$ cat src/rtl/spi_slave.sv
// SPI slave front-end for a single-port RAM: deserialises {cmd, payload} frames and serialises RAM read data.
// Optional macro SPI_FRAME_ERR_EN adds a frame_err pulse for frames cut short by SS_n.
module spi_slave #(
  parameter int ADDR_SIZE = 8
) (
  input  logic                 clk,
  input  logic                 rst_n,
  input  logic                 SS_n,
  input  logic                 MOSI,
  output logic                 MISO,
  output logic [ADDR_SIZE+1:0] rx_data,
  output logic                 rx_valid,
  input  logic [ADDR_SIZE-1:0] tx_data,
  input  logic                 tx_valid
`ifdef SPI_FRAME_ERR_EN
  ,
  output logic                 frame_err
`endif
);

  localparam int CNT_W = $clog2(ADDR_SIZE + 1);
  localparam logic [CNT_W-1:0] LAST_BIT = CNT_W'(ADDR_SIZE);
  localparam logic [CNT_W-1:0] TX_LAST  = CNT_W'(ADDR_SIZE - 1);

  typedef enum logic [2:0] {
    IDLE,
    CHK_CMD,
    WRITE,
    READ_ADD,
    READ_DATA
  } state_t;

  state_t state, next_state;

  logic [CNT_W-1:0]     bit_cnt;
  logic [CNT_W-1:0]     tx_cnt;
  logic [ADDR_SIZE:0]   shift_reg;
  logic [ADDR_SIZE-1:0] tx_shift;
  logic                 frame_done;
  logic                 rd_addr_flag;
  logic                 tx_busy;
  logic                 tx_used;
  logic                 in_frame;
  logic                 last_bit;
  logic                 tx_load;

  always_comb begin
    in_frame   = (state == WRITE) || (state == READ_ADD) || (state == READ_DATA);
    last_bit   = in_frame && !SS_n && !frame_done && (bit_cnt == LAST_BIT);
    tx_load    = (state == READ_DATA) && !SS_n && frame_done && !tx_used && tx_valid;
    next_state = state;
    if (SS_n) begin
      next_state = IDLE;
    end else begin
      case (state)
        IDLE:    next_state = CHK_CMD;
        CHK_CMD: begin
          if (!MOSI)             next_state = WRITE;
          else if (rd_addr_flag) next_state = READ_DATA;
          else                   next_state = READ_ADD;
        end
        default: next_state = state;
      endcase
    end
  end

  always_ff @(posedge clk) begin
    if (!rst_n) state <= IDLE;
    else        state <= next_state;
  end

  // Frame capture, read-address tracking and the one-shot TX shifter per READ_DATA frame
  always_ff @(posedge clk) begin
    if (!rst_n) begin
      rx_data      <= '0;
      rx_valid     <= 1'b0;
      MISO         <= 1'b0;
      bit_cnt      <= '0;
      tx_cnt       <= '0;
      shift_reg    <= '0;
      tx_shift     <= '0;
      frame_done   <= 1'b0;
      rd_addr_flag <= 1'b0;
      tx_busy      <= 1'b0;
      tx_used      <= 1'b0;
    end else begin
      rx_valid <= 1'b0;
      if (SS_n) begin
        bit_cnt    <= '0;
        frame_done <= 1'b0;
        MISO       <= 1'b0;
        tx_busy    <= 1'b0;
        tx_used    <= 1'b0;
        tx_cnt     <= '0;
      end else begin
        if (state == CHK_CMD) begin
          shift_reg <= {{ADDR_SIZE{1'b0}}, MOSI};
          bit_cnt   <= '0;
        end else if (in_frame && !frame_done) begin
          shift_reg <= {shift_reg[ADDR_SIZE-1:0], MOSI};
          bit_cnt   <= bit_cnt + CNT_W'(1);
          if (last_bit) begin
            rx_data    <= {shift_reg, MOSI};
            rx_valid   <= 1'b1;
            frame_done <= 1'b1;
            if (state == READ_ADD)  rd_addr_flag <= 1'b1;
            if (state == READ_DATA) rd_addr_flag <= 1'b0;
          end
        end
        if (tx_load) begin
          MISO     <= tx_data[ADDR_SIZE-1];
          tx_shift <= tx_data << 1;
          tx_cnt   <= TX_LAST;
          tx_busy  <= 1'b1;
          tx_used  <= 1'b1;
        end else if (tx_busy) begin
          if (tx_cnt != '0) begin
            MISO     <= tx_shift[ADDR_SIZE-1];
            tx_shift <= tx_shift << 1;
            tx_cnt   <= tx_cnt - CNT_W'(1);
          end else begin
            MISO    <= 1'b0;
            tx_busy <= 1'b0;
          end
        end
      end
    end
  end

`ifdef SPI_FRAME_ERR_EN
  // Any SS_n release after IDLE but before bit 0 was captured is a truncated frame
  always_ff @(posedge clk) begin
    if (!rst_n) frame_err <= 1'b0;
    else        frame_err <= SS_n && (state != IDLE) && !frame_done;
  end
`endif

endmodule

$ cat config.mk
export PLATFORM = sky130hd
export DESIGN_NAME = spi_slave
export DESIGN_NICKNAME = d
export VERILOG_FILES = /design/src/rtl/spi_slave.sv
export SDC_FILE = /design/constraint.sdc
export NUM_CORES = 1
export LEC_CHECK = 0
export ABC_AREA = 1
export BUFFER_PORTS_ARGS = -buffer_cell sky130_fd_sc_hd__buf_2
export CAP_MARGIN = 30
export CORE_MARGIN = 5
export CORE_UTILIZATION = 51
export DETAILED_ROUTE_END_ITERATION = 12
export PLACE_DENSITY = 0.77
export REMOVE_ABC_BUFFERS = 1
export SKIP_CTS_REPAIR_TIMING = 1
export SLEW_MARGIN = 20
export SYNTH_ARGS = -nofsm -noshare
export SYNTH_HDL_FRONTEND = slang
export SYNTH_SLANG_ARGS = --single-unit
$ cat constraint.sdc
create_clock -name clk -period 1.29 [get_ports clk]
set_clock_uncertainty 0.05 [all_clocks]
set_input_delay 0.258 -clock clk [delete_from_list [all_inputs] [get_ports clk]]
set_output_delay 0.258 -clock clk [all_outputs]
set_load 0.05 [all_outputs]
==> results.yml, run 1 <==
clocking:
  cts-root-buf: "clkbuf_8"
  clk_path_buf_depth: 2
  clock_latency_ns: 0.30
  numCtsBuffers: 5
  cts_tree: "done"
  cts_sinks: 43
  h-tree-depth: 2
  clkTransAtPathRegs_ns: 0.08
logic_synthesis:
  synthAdderAreaFrac: 0.01894
  synth-simple-area-share: 0.3277
  synth-compound-area-share: 0.08207
  ys_types: 20
  syn_avg_cell_area_um2: 6.696
  synth_top_family_by_area: "simple AND/OR/NAND/NOR gates"
  ys_seq_area_frac: 0.4343
  ys_ff_latch: 43
  yosys_warnings: 0
  synth-xor-area-share: 0.008838
  muxShareOfSynthArea: 0
  synth_cells: 296
  syn-cell-area_um2: 1982
setup_path:
  worstPathArrival_ns: 1.55
  crit_type: "reg2reg"
  worstSetupStartpointType: "flip-flop"
  cp.required_ns: 1.43
  r2r_slack_ns: -0.11
  endpoint_kind: "flip-flop"
  path_max_fanout: 3
timing:
  rsz0062_at_grt: "yes"
  fin_ws_ns: -0.1134
  clock.fmax_ghz: 0.7125
  setup_viol: 24
  fin_crit_sh: 1.088
  fin_crit_ns: 1.403
  drv_slew: 0
  worstMarginPinSlew_ns: 0.3030
  hold_violations: 0
  slew_headroom: 0.7978
global_route:
  grt_pass1_wl_um: 7231
  grt_pass1_vias: 1731
  grt_overflow: 0
  antenna_found_initial: 0
  grt_use_total: 0.1726
  grt_max_degree: 18
power_and_ir_drop:
  cellPowerDensity_nw_per_um2: 857.7
  p_leak_nw: 1.345
  ir_drop_uv: 843.1
die:
  rows: 22
  initial_core_util: 0.5333
  core-area_um2: 3716
  dieArea_um2: 5233
  die_x_um: 72.34
  io_pins: 25
  fp.dieH_um: 72.34
routing:
  viasPerCell: 5.144
  drtIter0Drc: 192
  firstDrtPassIters: 4
  wl_per_cell_um: 14.66
  wirelength_um: 5819
  num_vias: 2042
  drc: 0
  antenna_left: 0
layout:
  drive_above_1_share: 0.3983
  n_antenna_cell: 0
  final_common_cell: "nand2_1"
  fill_cells: 243
  utilization: 0.7687
  finalNonFillerCells: 397
  synthToLayoutAreaGrowth_pct: 44.13
  largest_reg_flops: 10
  fin_nets: 364
  final_cell_mix: "nand2_1 (66), inv_1 (38), dfxtp_1 (36)"
job:
  maxCapViolCount: 0
place:
  gp_congestion: 0.8119
  pre_cts_slack_ns: -0.2073
  port_buffers: 24
  dp.cells: 383
  detailed_place_hpwl_um: 2997
outcome:
  violations: "setup timing"
  status: "finished, violations left"
worst_hold_path:
  hold_class: "in2reg"
-- logic make-up (layout without fill, tap and decap cells) --
family / Yosys count / after routing
xor+xnor: 2 / 2
compound gates: 31 / 31
fa+ha+maj: 3 / 3
flops: 43 / 43
simple gates: 159 / 160
buf+inv: 58 / 110
-- cell type report --
cell class	instances	area, um2	share of cell area
clock buffer	7	76.32	0.02672
clock inverter	1	5.005	0.001752
timing repair inverter	1	16.27	0.005694
tap	48	60.06	0.02102
inverter	49	209.0	0.07315
timing repair buffer	52	399.1	0.1397
multi-input combinational	196	1219	0.4266
sequential	43	872.1	0.3053
-- cell usage after synthesis (all sizes together) --
cell type / n / area share
a31oi: 1 / 0.0032
ha: 3 / 0.019
a21boi: 1 / 0.0057
dfxtp: 43 / 0.43
o21ai: 9 / 0.023
clkbuf: 2 / 0.0088
nor2: 41 / 0.079
nand2: 88 / 0.17
buf: 7 / 0.027
nor3: 2 / 0.0051
nand3: 28 / 0.071
a21oi: 20 / 0.051
xor2: 2 / 0.0088
inv: 49 / 0.093
-- per-layer routing --
metal,routed length (um),up-vias,global-route usage
met4,226,0,0.08351
li1,-,1011,-
met2,2973,72,0.2861
met1,2303,932,0.2164
met3,316,27,0.02909
met5,0,-,0
-- report_power, final --
group          total [W]  internal, W  switching, W
clock network   0.000826     0.000380      0.000446
logic           0.000255    0.0000958      0.000159
registers        0.00137      0.00135     0.0000213
-- critical path: stages (launching register included) --
cell and delay (ns):
dfxtp_2 0.34, nor2_2 0.11, nand2_2 0.11, nand2_4 0.13, nand2_8 0.08, nand2_8 0.12, buf_6 0.12, nand3_2 0.08
nand2_1 0.10, nor2_1 0.05
-- through the flow --
step / TNS (ns) / hold slack (ns) / instance area [um2] / power, W
2_1_floorplan: -5.383 / 0.3284 / 1912 / 0.001489
3_3_place_gp: -1.250 / 0.4022 / 2272 / 0.001563
3_5_place_dp: -1.917 / 0.4065 / 2272 / 0.001567
4_1_cts: -2.620 / 0.1602 / 2354 / 0.002369
5_1_grt: -3.649 / 0.1702 / 2856 / 0.002536
6_report: -1.522 / 0.1625 / 2856 / 0.002450
-- final timing paths --
check / start / endpoint / depth (start not counted)
max: state[0] / shift_reg[0] / 9
min: tx_data[7] / MISO / 3
max reg2reg: state[0] / shift_reg[0] / 9
min reg2reg: rx_data[4] / rx_data[4] / 2
Power figures use the tool's default switching activity.
==> run 2: changes to the inputs <==
--- a/config.mk
+++ b/config.mk
@@ -11,7 +11,7 @@
 export CORE_MARGIN = 5
 export CORE_UTILIZATION = 51
 export DETAILED_ROUTE_END_ITERATION = 12
-export PLACE_DENSITY = 0.77
+export PLACE_DENSITY = 0.79
 export REMOVE_ABC_BUFFERS = 1
 export SKIP_CTS_REPAIR_TIMING = 1
 export SLEW_MARGIN = 20
==> run 2 against run 1 <==
Effect of this change:
- the run still ends with setup timing left
- register-to-register slack gained 0.06 ns
- non-clock buffer count is the same
- sequential power is essentially flat
- maximum frequency grew 4.1%
- critical path type unchanged
- wire length shrank 20%
- setup slack gained 0.056 ns
- sequential share of layout area grew 3.2 points
- final cell count shrank 0.50%
- global-route usage grew 0.23 points
- hold slack lost 0.021 ns
==> results.yml, run 2 (synthesis results as in run 1) <==
place:
  detailed_place_hpwl_um: 2988
  port_buffers: 24
  gp_congestion: 0.7888
routing:
  antenna_left: 0
  drtIter0Drc: 113
  num_vias: 1940
  wirelength_um: 4634
  firstDrtPassIters: 4
  drc: 0
  viasPerCell: 4.911
  wl_per_cell_um: 11.73
global_route:
  grt_overflow: 0
  grt_pass1_vias: 1765
  antenna_found_initial: 0
  grt_pass1_wl_um: 7355
  grt_use_total: 0.1750
  grt_max_degree: 18
setup_path:
  cp.required_ns: 1.44
  crit_type: "reg2reg"
  worstPathArrival_ns: 1.49
  endpoint_kind: "flip-flop"
  path_max_fanout: 8
  worstSetupStartpointType: "flip-flop"
clocking:
  cts_sinks: 43
  clkTransAtPathRegs_ns: 0.08
  cts-root-buf: "clkbuf_8"
  numCtsBuffers: 5
  clk_path_buf_depth: 2
  cts_tree: "done"
  h-tree-depth: 2
  clock_latency_ns: 0.30
layout:
  drive_above_1_share: 0.2968
  final_cell_mix: "nand2_1 (77), inv_1 (40), dfxtp_1 (37)"
  fin_nets: 362
  utilization: 0.6983
  largest_reg_flops: 10
  fill_cells: 304
  n_antenna_cell: 0
  final_common_cell: "nand2_1"
  synthToLayoutAreaGrowth_pct: 30.93
power_and_ir_drop:
  p_leak_nw: 1.298
  netSwitchingFraction: 0.2503
  report.power.total_w: 0.002411
  ir_drop_uv: 779.4
  cellPowerDensity_nw_per_um2: 929.2
  clkPwrFrac: 0.346
  intPower_w: 0.001808
  combPwrFrac: 0.089
  p_switching_w: 0.0006035
  power_frac_seq: 0.566
job:
  maxCapViolCount: 0
worst_hold_path:
  hold_class: "in2reg"
timing:
  slew_headroom: 0.8272
  fin_crit_ns: 1.348
  worstMarginPinSlew_ns: 0.2589
  rsz0062_at_grt: "yes"
  fin_ws_ns: -0.05777
  drv_slew: 0
  hold_violations: 0
  clock.fmax_ghz: 0.7420
  fin_crit_sh: 1.045
  setup_viol: 15
die:
  dieArea_um2: 5233
  fp.dieH_um: 72.34
  io_pins: 25
  initial_core_util: 0.5333
  core-area_um2: 3716
  rows: 22
  die_x_um: 72.34
outcome:
  status: "finished, violations left"
  violations: "setup timing"
-- run 2: cell count changes in the layout (fill, tap and decap cells not counted), moves of 4 or more --
cell | before | now
nand2_2 | 8 | 4
nand3_2 | 13 | 1
a21oi_2 | 10 | 2
buf_2 | 18 | 24
nand2_4 | 12 | 6
a21oi_1 | 10 | 18
nand2_1 | 66 | 77
buf_4 | 18 | 22
nand3_1 | 13 | 25
clkbuf_4 | 5 | 0
-- run 2: power groups by stage --
| stage | Clock [W] | Combinational, W | Sequential, W |
|---|---|---|---|
| 2_1_floorplan | 0 | 0.0000958 | 0.00139 |
| 3_3_place_gp | 0 | 0.000166 | 0.00140 |
| 3_5_place_dp | 0 | 0.000170 | 0.00140 |
| 4_1_cts | 0.000842 | 0.000171 | 0.00137 |
| 5_1_grt | 0.000902 | 0.000240 | 0.00137 |
| 6_report | 0.000834 | 0.000214 | 0.00136 |
-- run 2: path summary, 6_finish.rpt --
check | from | to | slack (ns) | depth (start not counted)
max | state[1] | shift_reg[5] | -0.06 | 9
min | tx_data[0] | tx_shift[1] | 0.14 | 3
max reg2reg | state[1] | shift_reg[5] | -0.06 | 9
min reg2reg | rx_data[8] | rx_data[8] | 0.41 | 2
-- run 2: per-stage QoR --
step	cells	hold slack (ns)	setup slack [ns]	setup TNS (ns)	area, um2
2_1_floorplan	287	0.3284	-0.4833	-5.383	1912
3_3_place_gp	382	0.3993	-0.1359	-1.214	2265
3_5_place_dp	382	0.4029	-0.2235	-2.053	2265
4_1_cts	390	0.1423	-0.2614	-2.933	2350
5_1_grt	395	0.1608	-0.1180	-2.422	2595
6_report	395	0.1415	-0.05777	-0.3326	2595
-- run 2: area by class of cell --
type	instances	area, um2	share of cell area
Clock buffer	6	72.57	0.02797
Timing Repair Buffer	52	352.8	0.1360
Multi-Input combinational cell	195	1030	0.3968
Tap cell	48	60.06	0.02314
Inverter	49	191.4	0.07377
Clock inverter	2	12.51	0.004822
Sequential cell	43	875.8	0.3375
-- run 2: critical path, cell delays in order, from the launching register on --
cell and delay [ns]:
dfxtp_4 0.37, nor2_4 0.12, nand2_4 0.08, nand2_4 0.09
nand2_4 0.07, nand2_4 0.12, nand2_8 0.08, buf_6 0.14
nor2_1 0.08, nor2_1 0.05
-- run 2: layer usage --
| layer | vias to the layer above | track usage | part of all wire |
|---|---|---|---|
| li1 | 1001 | - | - |
| met1 | 900 | 0.2232 | 0.45 |
| met2 | 29 | 0.2902 | 0.50 |
| met3 | 10 | 0.03740 | 0.031 |
| met4 | 0 | 0.06263 | 0.017 |
| met5 | - | 0 | 0 |
